===== src/rtl/alien_pkg.sv =====
// Shared constants and types for the alien matrix blocks.
// Used by the health tracker, the matrix drawer and the movement block.
package alien_pkg;

    localparam int ROWS      = 4;
    localparam int COLS      = 8;
    localparam int CELL_LOG2 = 5;

    localparam int ROW_W  = $clog2(ROWS);
    localparam int COL_W  = $clog2(COLS);
    localparam int MASK_W = ROWS * COLS;

    typedef logic [31:0] alien_mask_t;

    typedef enum logic [1:0] {
        IDLE     = 2'd0,
        ACTIVE   = 2'd1,
        CLEARED  = 2'd2,
        WAIT_SOF = 2'd3
    } health_state_t;

    // Score for a kill, indexed by row; row 0 is the top row.
    localparam logic [6:0] ROW_POINTS [ROWS] = '{7'd40, 7'd30, 7'd20, 7'd10};

    localparam alien_mask_t FULL_MASK =
        alien_mask_t'((64'd1 << MASK_W) - 64'd1);

    localparam logic [5:0] FULL_COUNT = 6'(MASK_W);

endpackage


===== src/rtl/alien_cell_decode.sv =====
// Maps a pixel offset from the matrix origin to an alien cell.
// Purely combinational; the matrix drawer uses it as well.
module alien_cell_decode
    import alien_pkg::*;
(
    input  logic [11:0]      i_dx,
    input  logic [11:0]      i_dy,
    output logic [ROW_W-1:0] o_row,
    output logic [COL_W-1:0] o_col,
    output logic             o_inRange
);

    logic [11:0] w_colFull;
    logic [11:0] w_rowFull;

    // Offsets are two's complement; bit 11 set means left of / above origin.
    assign w_colFull = i_dx >> CELL_LOG2;
    assign w_rowFull = i_dy >> CELL_LOG2;

    assign o_col = w_colFull[COL_W-1:0];
    assign o_row = w_rowFull[ROW_W-1:0];

    assign o_inRange = !i_dx[11] && !i_dy[11]
                    && (w_colFull < 12'(COLS))
                    && (w_rowFull < 12'(ROWS));

endmodule


===== src/rtl/alien_matrix_health.sv =====
// Alive-mask tracker for the invader matrix: turns collision pulses
// into per-alien kills, score events and the matrix-defeated pulse.
module alien_matrix_health
    import alien_pkg::*;
(
    input  logic        clk,
    input  logic        reset,
    input  logic        startOfFrame,
    input  logic        playGame,
    input  logic        hitValid,
    input  logic [10:0] pixelX,
    input  logic [10:0] pixelY,
    input  logic [10:0] topLeftX,
    input  logic [10:0] topLeftY,
    output logic [31:0] aliveMask,
    output logic [5:0]  aliensLeft,
    output logic        killPulse,
    output logic [6:0]  killPoints,
    output logic        matrixDefeated
);

    health_state_t    r_state;
    alien_mask_t      r_mask;
    logic [5:0]       r_left;
    logic             r_hitLock;
    logic             r_killPulse;
    logic [6:0]       r_killPoints;
    logic             r_defeated;

    logic             r_s1Vld;
    logic [11:0]      r_dx;
    logic [11:0]      r_dy;

    logic [ROW_W-1:0] w_row;
    logic [COL_W-1:0] w_col;
    logic             w_inRange;
    logic [4:0]       w_idx;
    alien_mask_t      w_killBit;
    logic             w_accept;

    // S1: capture sign-extended offsets; a hit only enters while ACTIVE.
    always_ff @(posedge clk) begin
        if (reset) begin
            r_s1Vld <= 1'b0;
            r_dx    <= '0;
            r_dy    <= '0;
        end else begin
            r_s1Vld <= hitValid && playGame && (r_state == ACTIVE);
            r_dx    <= {pixelX[10], pixelX} - {topLeftX[10], topLeftX};
            r_dy    <= {pixelY[10], pixelY} - {topLeftY[10], topLeftY};
        end
    end

    alien_cell_decode u_decode (
        .i_dx      (r_dx),
        .i_dy      (r_dy),
        .o_row     (w_row),
        .o_col     (w_col),
        .o_inRange (w_inRange)
    );

    assign w_idx     = 5'(w_row) * 5'(COLS) + 5'(w_col);
    assign w_killBit = alien_mask_t'(1) << w_idx;

    // A stale S1 entry is dropped if the FSM has left ACTIVE meanwhile.
    assign w_accept = r_s1Vld && playGame && (r_state == ACTIVE)
                   && w_inRange && r_mask[w_idx] && !r_hitLock;

    // One kill per frame: lock on accept, release on frame start.
    always_ff @(posedge clk) begin
        if (reset || !playGame) begin
            r_hitLock <= 1'b0;
        end else if (w_accept) begin
            r_hitLock <= 1'b1;
        end else if (startOfFrame) begin
            r_hitLock <= 1'b0;
        end
    end

    // Wave FSM, alive mask, maintained count and registered kill outputs.
    always_ff @(posedge clk) begin
        if (reset) begin
            r_state      <= IDLE;
            r_mask       <= FULL_MASK;
            r_left       <= FULL_COUNT;
            r_killPulse  <= 1'b0;
            r_killPoints <= '0;
            r_defeated   <= 1'b0;
        end else begin
            r_killPulse  <= w_accept;
            r_killPoints <= w_accept ? ROW_POINTS[w_row] : 7'd0;
            r_defeated   <= 1'b0;
            if (!playGame) begin
                r_state <= IDLE;
                r_mask  <= FULL_MASK;
                r_left  <= FULL_COUNT;
            end else begin
                unique case (r_state)
                    IDLE: r_state <= ACTIVE;
                    ACTIVE: begin
                        if (w_accept) begin
                            r_mask <= r_mask & ~w_killBit;
                            r_left <= r_left - 6'd1;
                            if (r_left == 6'd1) begin
                                r_state <= CLEARED;
                            end
                        end
                    end
                    CLEARED: begin
                        r_defeated <= 1'b1;
                        r_state    <= WAIT_SOF;
                    end
                    WAIT_SOF: begin
                        if (startOfFrame) begin
                            r_state <= ACTIVE;
                            r_mask  <= FULL_MASK;
                            r_left  <= FULL_COUNT;
                        end
                    end
                    default: r_state <= IDLE;
                endcase
            end
        end
    end

    // The counter is never recomputed, so it must track the mask exactly.
    a_left_matches_mask : assert property (
        @(posedge clk) disable iff (reset)
        r_left == 6'($countones(r_mask))
    );

    assign aliveMask      = r_mask;
    assign aliensLeft     = r_left;
    assign killPulse      = r_killPulse;
    assign killPoints     = r_killPoints;
    assign matrixDefeated = r_defeated;

endmodule


===== config.mk =====
export PLATFORM = sky130hd
export DESIGN_NAME = alien_matrix_health
export DESIGN_NICKNAME = d
export VERILOG_FILES = /design/src/rtl/alien_pkg.sv /design/src/rtl/alien_cell_decode.sv /design/src/rtl/alien_matrix_health.sv
export SDC_FILE = /design/constraint.sdc
export NUM_CORES = 1
export LEC_CHECK = 0
export ABC_AREA = 1
export CORE_ASPECT_RATIO = 1.4
export CORE_MARGIN = 8
export CORE_UTILIZATION = 42
export CTS_BUF_LIST = sky130_fd_sc_hd__clkbuf_2
export DETAILED_ROUTE_END_ITERATION = 8
export HOLD_SLACK_MARGIN = 0.1
export PLACE_DENSITY_LB_ADDON = 0.25
export SLEW_MARGIN = 20
export SYNTH_ARGS = -nofsm -noshare
export SYNTH_HDL_FRONTEND = slang
export SYNTH_SLANG_ARGS = --single-unit

===== constraint.sdc =====
create_clock -name clk -period 2 [get_ports clk]
set_clock_uncertainty 0.05 [all_clocks]
set_input_delay 0.3 -clock clk [delete_from_list [all_inputs] [get_ports clk]]
set_output_delay 0.3 -clock clk [all_outputs]
set_load 0.03 [all_outputs]

# Word-level counts from Yosys, hierarchy flattened
# Index checks and enable logic that the tools add are counted.
[word_totals]
out_inout_bits = 47
in_bits = 49
reg_bits = 75
[classes]
shifts = 1
n_addsub = 4
n_bitwise = 5
n_mux = 18
magnitude_cmp = 4
n_reduce_logical = 22
eq_ne = 7
[ops]
columns = ["operator", "count"]
rows = [
  ["$mux W32", 2],
  ["$pmux W32 S2", 1],
  ["$and A32 B32 Y32", 1],
  ["$not A32 Y32", 1],
  ["$shl A1 B5 Y32 const A", 1],
  ["$sub A11 B11 Y12", 2],
  ["$bmux W7 S2", 1],
  ["$mux W7", 2],
  ["$mux W6", 2],
  ["$pmux W6 S2", 1],
  ["$logic_and A1 B1 Y1", 10],
  ["$pmux W2 S4", 1],
  ["$lt A7 B3 Y1 const B", 1],
  ["$lt A7 B4 Y1 const B", 1],
  ["$eq A6 B1 Y1 const B", 1],
  ["$lt A5 B6 Y1 const B", 1],
  ["$mux W2", 3],
  ["$reduce_and A3 Y1", 2],
  ["$sub A6 B1 Y6 const B", 1],
  ["$add A5 B3 Y5", 1],
  ["$bmux W1 S5", 1],
  ["$eq A2 B2 Y1 const B", 2],
  ["$logic_not A1 Y1", 4],
  ["$mux W1", 4],
  ["10 further kinds", 14],
]

# Longest topological paths before layout
[logic_depth]
depth_word = 9
ltp_mapped = 17

# By module
# From an unflattened synthesis, not the netlist that was laid out.
[hier_totals]
hier_cells = 672
hier_area_um2 = 4498.1
[by_module_without_submodules]
columns = ["mod", "cells_each", "instances", "area_per_inst_um2", "seq_area_each_um2"]
rows = [
  ["alien_matrix_health", 659, 1, 4429.2, 1441.4],
  ["alien_cell_decode", 13, 1, 68.8, 0.0],
]

# Least setup slack after synthesis
# OpenSTA, ideal clock, no wires.
[synth_timing]
path_kind = "register to register"
from = "register r_state[0]"
to = "register r_mask[0], in the netlist aliveMask[0]"
path_stages_with_launch = 12
path_slack_ns = 0.091
setup_ns = 0.130
t_arrival_ns = 1.729
n_path_buf = 1
required_time_ns = 1.820
path_cell_list = "dfxtp_1 > ha_1 > inv_1 > nor3_1 > nand3_1 > nor4_1 > nand3_2 > nand2_2 > nand3_4 > buf_4 > nand2_1 > nand3_1"
[synth_via]
elab_chain_cells = 7
word_cells_on_any_way = 11
classes_between = "eq/ne: 4; mux: 1; reduce/logical: 6"
[synth_lines]
columns = ["item", "line_no", "rtl"]
rows = [
  ["start, declared", "alien_matrix_health.sv:22", "health_state_t r_state;"],
  ["start signal, assigned", "alien_matrix_health.sv:83", "r_state <= IDLE;"],
  ["start signal, assigned", "alien_matrix_health.sv:94", "r_state <= IDLE;"],
  ["start signal, assigned", "alien_matrix_health.sv:99", "IDLE: r_state <= ACTIVE;"],
  ["$eq A2 B1 Y1", "alien_matrix_health.sv:66, alien_matrix_health.sv:98", ""],
  ["$logic_and A1 B1 Y1", "alien_matrix_health.sv:66", "assign w_accept = r_s1Vld && playGame && (r_state == ACTIVE)"],
  ["$logic_and A1 B1 Y1 (3 in a row)", "alien_matrix_health.sv:67", "&& w_inRange && r_mask[w_idx] && !r_hitLock;"],
  ["$ne A2 B2 Y1 (no line)", "n/a", ""],
  ["$reduce_and A3 Y1 (no line)", "n/a", ""],
  ["end signal, assigned", "alien_matrix_health.sv:102", "r_mask <= r_mask & ~w_killBit;"],
  ["end, declared", "alien_matrix_health.sv:23", "alien_mask_t r_mask;"],
]
# Several ways; a longest one is shown, not always the timed one.
# A chain may end at the register's enable or synchronous reset.

# Final worst setup path
[layout_timing]
from = "register r_state[0]"
to = "register r_mask[28], in the netlist aliveMask[28]"
# Same word-level chain as after synthesis.

==> results.json <==
{
  "fmax_mhz": 518,
  "synth_compound_area_share_pct": 12.3,
  "maxSlewViolCount": 0,
  "peakVddDrop_uv": 258,
  "async_flop_share_pct": 0,
  "placed_area_mm2": 0.00572,
  "final_cell_count_no_fill": 976,
  "finalCriticalPeriod_ns": 1.93,
  "first_iter_violations": 216,
  "numCtsBuffers": 9,
  "required_ns": 2.35,
  "synthSimpleGateAreaFrac_pct": 38.8,
  "antenna_left": 0,
  "syn_avg_cell_area_um2": 6.17,
  "worst_setup_path_end_kind": "flop",
  "clkLatencyLatePin_ns": 0.52,
  "synth_edf_count": 0,
  "dpl.hpwl_mm": 10.9,
  "ctsHtreeMaxLevel": 3,
  "synth_mux_area_share_pct": 0,
  "maxCapViolCount": 0,
  "wirelength_mm": 13.8,
  "clockBufferDepth": 2,
  "run_status": "completed",
  "crit_start": "r_state[0]",
  "antenna_found_initial": 0,
  "path_class": "flop to flop",
  "dieArea_mm2": 0.0140,
  "cts_setup_buffers": 0,
  "via_per_inst": 5.12,
  "synth-main-ff-cell": "dfxtp_1",
  "synth_fa_ha_area_share_pct": 7.73,
  "yosysTopAreaCell": "dfxtp_1",
  "grt_pass1_wl_mm": 23.2,
  "synth_top_family_by_area": "simple AND/OR/NAND/NOR gates",
  "timing.final.crit_share_pct": 96.5,
  "grt_start_max_net_pins": 26,
  "ys_seq_area_share_pct": 28.4,
  "wire_per_inst_um": 14.1,
  "ys_ff_latch": 62,
  "drcViolationCount": 0,
  "finalInstanceArea_mm2": 0.00599,
  "rr_startpoint": "r_state[0]",
  "cts_tree": "done",
  "yosysWarnings": 0,
  "io_buffers": 93,
  "yosys.area_share.xor_xnor_pct": 0.401,
  "synth_most_common_cell": "nand2_1",
  "synth_cell_types": 36,
  "timing.hold.ws_ns": 0.295,
  "cp-start-kind": "flop",
  "fin_nets": 910,
  "hold_buffers": 0,
  "yosys-top-cells-area": "dfxtp_1 (28%), nand2_1 (16%), nand3_1 (14%)",
  "synth_common_cells": "nand2_1 (186), nand3_1 (123), inv_1 (81), nor2_1 (66), dfxtp_1 (62)",
  "min_path_type": "input pin to flop",
  "rrSetupSlack_ns": 0.07,
  "synth_top_cell_area_share_pct": 28.4,
  "dpl.cell_count": 960,
  "setup-tns-final_ns": 0,
  "clk_pin_slew_worst_paths_ns": 0.16,
  "worstSetupEndpoint": "aliveMask[28]",
  "leakage_nw": 2.92,
  "cts_sinks": 62,
  "cts-root-buf": "clkbuf_2",
  "die_w_um": 102,
  "worstReg2RegEnd": "aliveMask[28]",
  "core_mm2": 0.0102,
  "initial_core_util_pct": 42.7,
  "finish.utilization_pct": 58.5,
  "power.density_mw_per_mm2": 557,
  "hold_viol": 0,
  "grt_usage_pct": 20.6,
  "rsz0062_at_grt": "true",
  "overflow": 0,
  "r2r_cells": 11,
  "dr.pass1.iters": 4,
  "diodes": 0,
  "io_pins": 96,
  "crit_arrival_ns": 2.28,
  "row_count": 44,
  "area_growth_pct": 37.0,
  "syn_inst": 708,
  "vias": 4994,
  "synth_area_mm2": 0.00437,
  "cp_max_fo": 23,
  "drive_gt1_share_pct": 12.4,
  "setup_violations": 0,
  "gp_congestion": 0.931,
  "grt_pass1_vias": 5141,
  "chipHeight_um": 137
}
==> timing repair <==
action | in CTS | in global routing
endpoints found under the setup margin | 76 | 50
gates cloned | 0 | 1
resized for setup | 37 | 45
pin swaps | 0 | 5
==> layout make-up <==
class / instances / area, µm²
clock buffer: 10 / 50.0
clock inverter: 5 / 75.1
fill: 1046 / 4250
inverter: 84 / 325
multi-input combinational: 527 / 2700
sequential: 62 / 1250
tap: 138 / 173
timing repair buffer: 150 / 1420
==> worst max-delay path, stage by stage, from the launching register on <==
cell     delay [ns]
dfxtp_1        0.41
ha_1           0.19
inv_1          0.07
nor3_1         0.14
nand3_1        0.14
nor4_4         0.20
nand3_4        0.12
nand2_4        0.09
nand3_4        0.10
buf_12         0.19
nand2_1        0.07
nand3_1        0.06
==> where the power goes <==
group / internal, mW / switching [mW] / total, mW / leakage [nW]
sequential: 1.30 / 0.0696 / 1.37 / 0.509
clock: 0.407 / 0.457 / 0.863 / 0.0815
combinational: 0.479 / 0.622 / 1.10 / 2.33
total: 2.19 / 1.15 / 3.33 / 2.92
==> cells by family (layout without fill, tap and decap cells) <==
family,after synthesis,count (layout)
XOR/XNOR,2,2
flip-flops,62,62
adder cells (fa/ha/maj),27,27
AND/OR/NAND/NOR,394,394
AO/OA/AOI/OAI,102,102
buffers and inverters,120,249
other,1,2
==> sequential cells by signal, indices dropped and copies added, names as in the netlist, 2 cells and up <==
register and count:
aliensLeft 6, r_dy 7, r_state 2, r_dx 7, aliveMask 32, killPoints 4
==> placed cells by master, fill, tap and decap left out, types with 2 or more instances in the layout <==
cell type	count
a21o_1	2
a21oi_1	36
a31oi_1	2
buf_12	3
buf_4	47
buf_6	5
bufinv_16	2
clkbuf_2	10
clkdlybuf4s50_1	55
clkinv_2	3
conb_1	2
dfxtp_1	60
dfxtp_4	2
dlygate4sd2_1	32
dlymetal6s2s_1	6
ha_1	27
inv_1	81
nand2_1	173
nand2_2	10
nand2_4	5
nand3_1	121
nand3_2	2
nand3_4	2
nand4_1	5
nor2_1	60
nor2_2	6
nor3_1	3
nor4_1	3
o21a_1	2
o21ai_0	52
o21ai_1	3
o21bai_1	2
xor2_1	2
==> metrics by stage <==
step / setup slack [ns] / power, mW
3_3_place_gp: -0.175 / 2.44
4_1_cts: 0.00463 / 3.31
6_report: 0.0710 / 3.33
5_1_grt: -0.0935 / 3.56
3_5_place_dp: -0.270 / 2.46
2_1_floorplan: 0.0911 / 2.02
==> how the worst min path moves through the flow <==
stage / startpoint / to / slack [ns] / cells after the start
after floorplan: hitValid / r_s1Vld / 0.38 / 2
after CTS: hitValid / r_s1Vld / 0.26 / 3
final: hitValid / r_s1Vld / 0.30 / 3
after global placement: aliveMask[21] / aliveMask[21] / 0.43 / 2
after detailed placement: aliveMask[11] / aliveMask[11] / 0.45 / 2
after global routing: hitValid / r_s1Vld / 0.25 / 3
==> per-layer routing <==
| metal | part of all wire [%] | GRT usage (%) |
|---|---|---|
| met5 | 0 | 0 |
| met2 | 50 | 36.9 |
| met3 | 4.2 | 3.62 |
| met1 | 39 | 21.1 |
| met4 | 5.9 | 14.3 |
(Power assumes the default switching activity.)
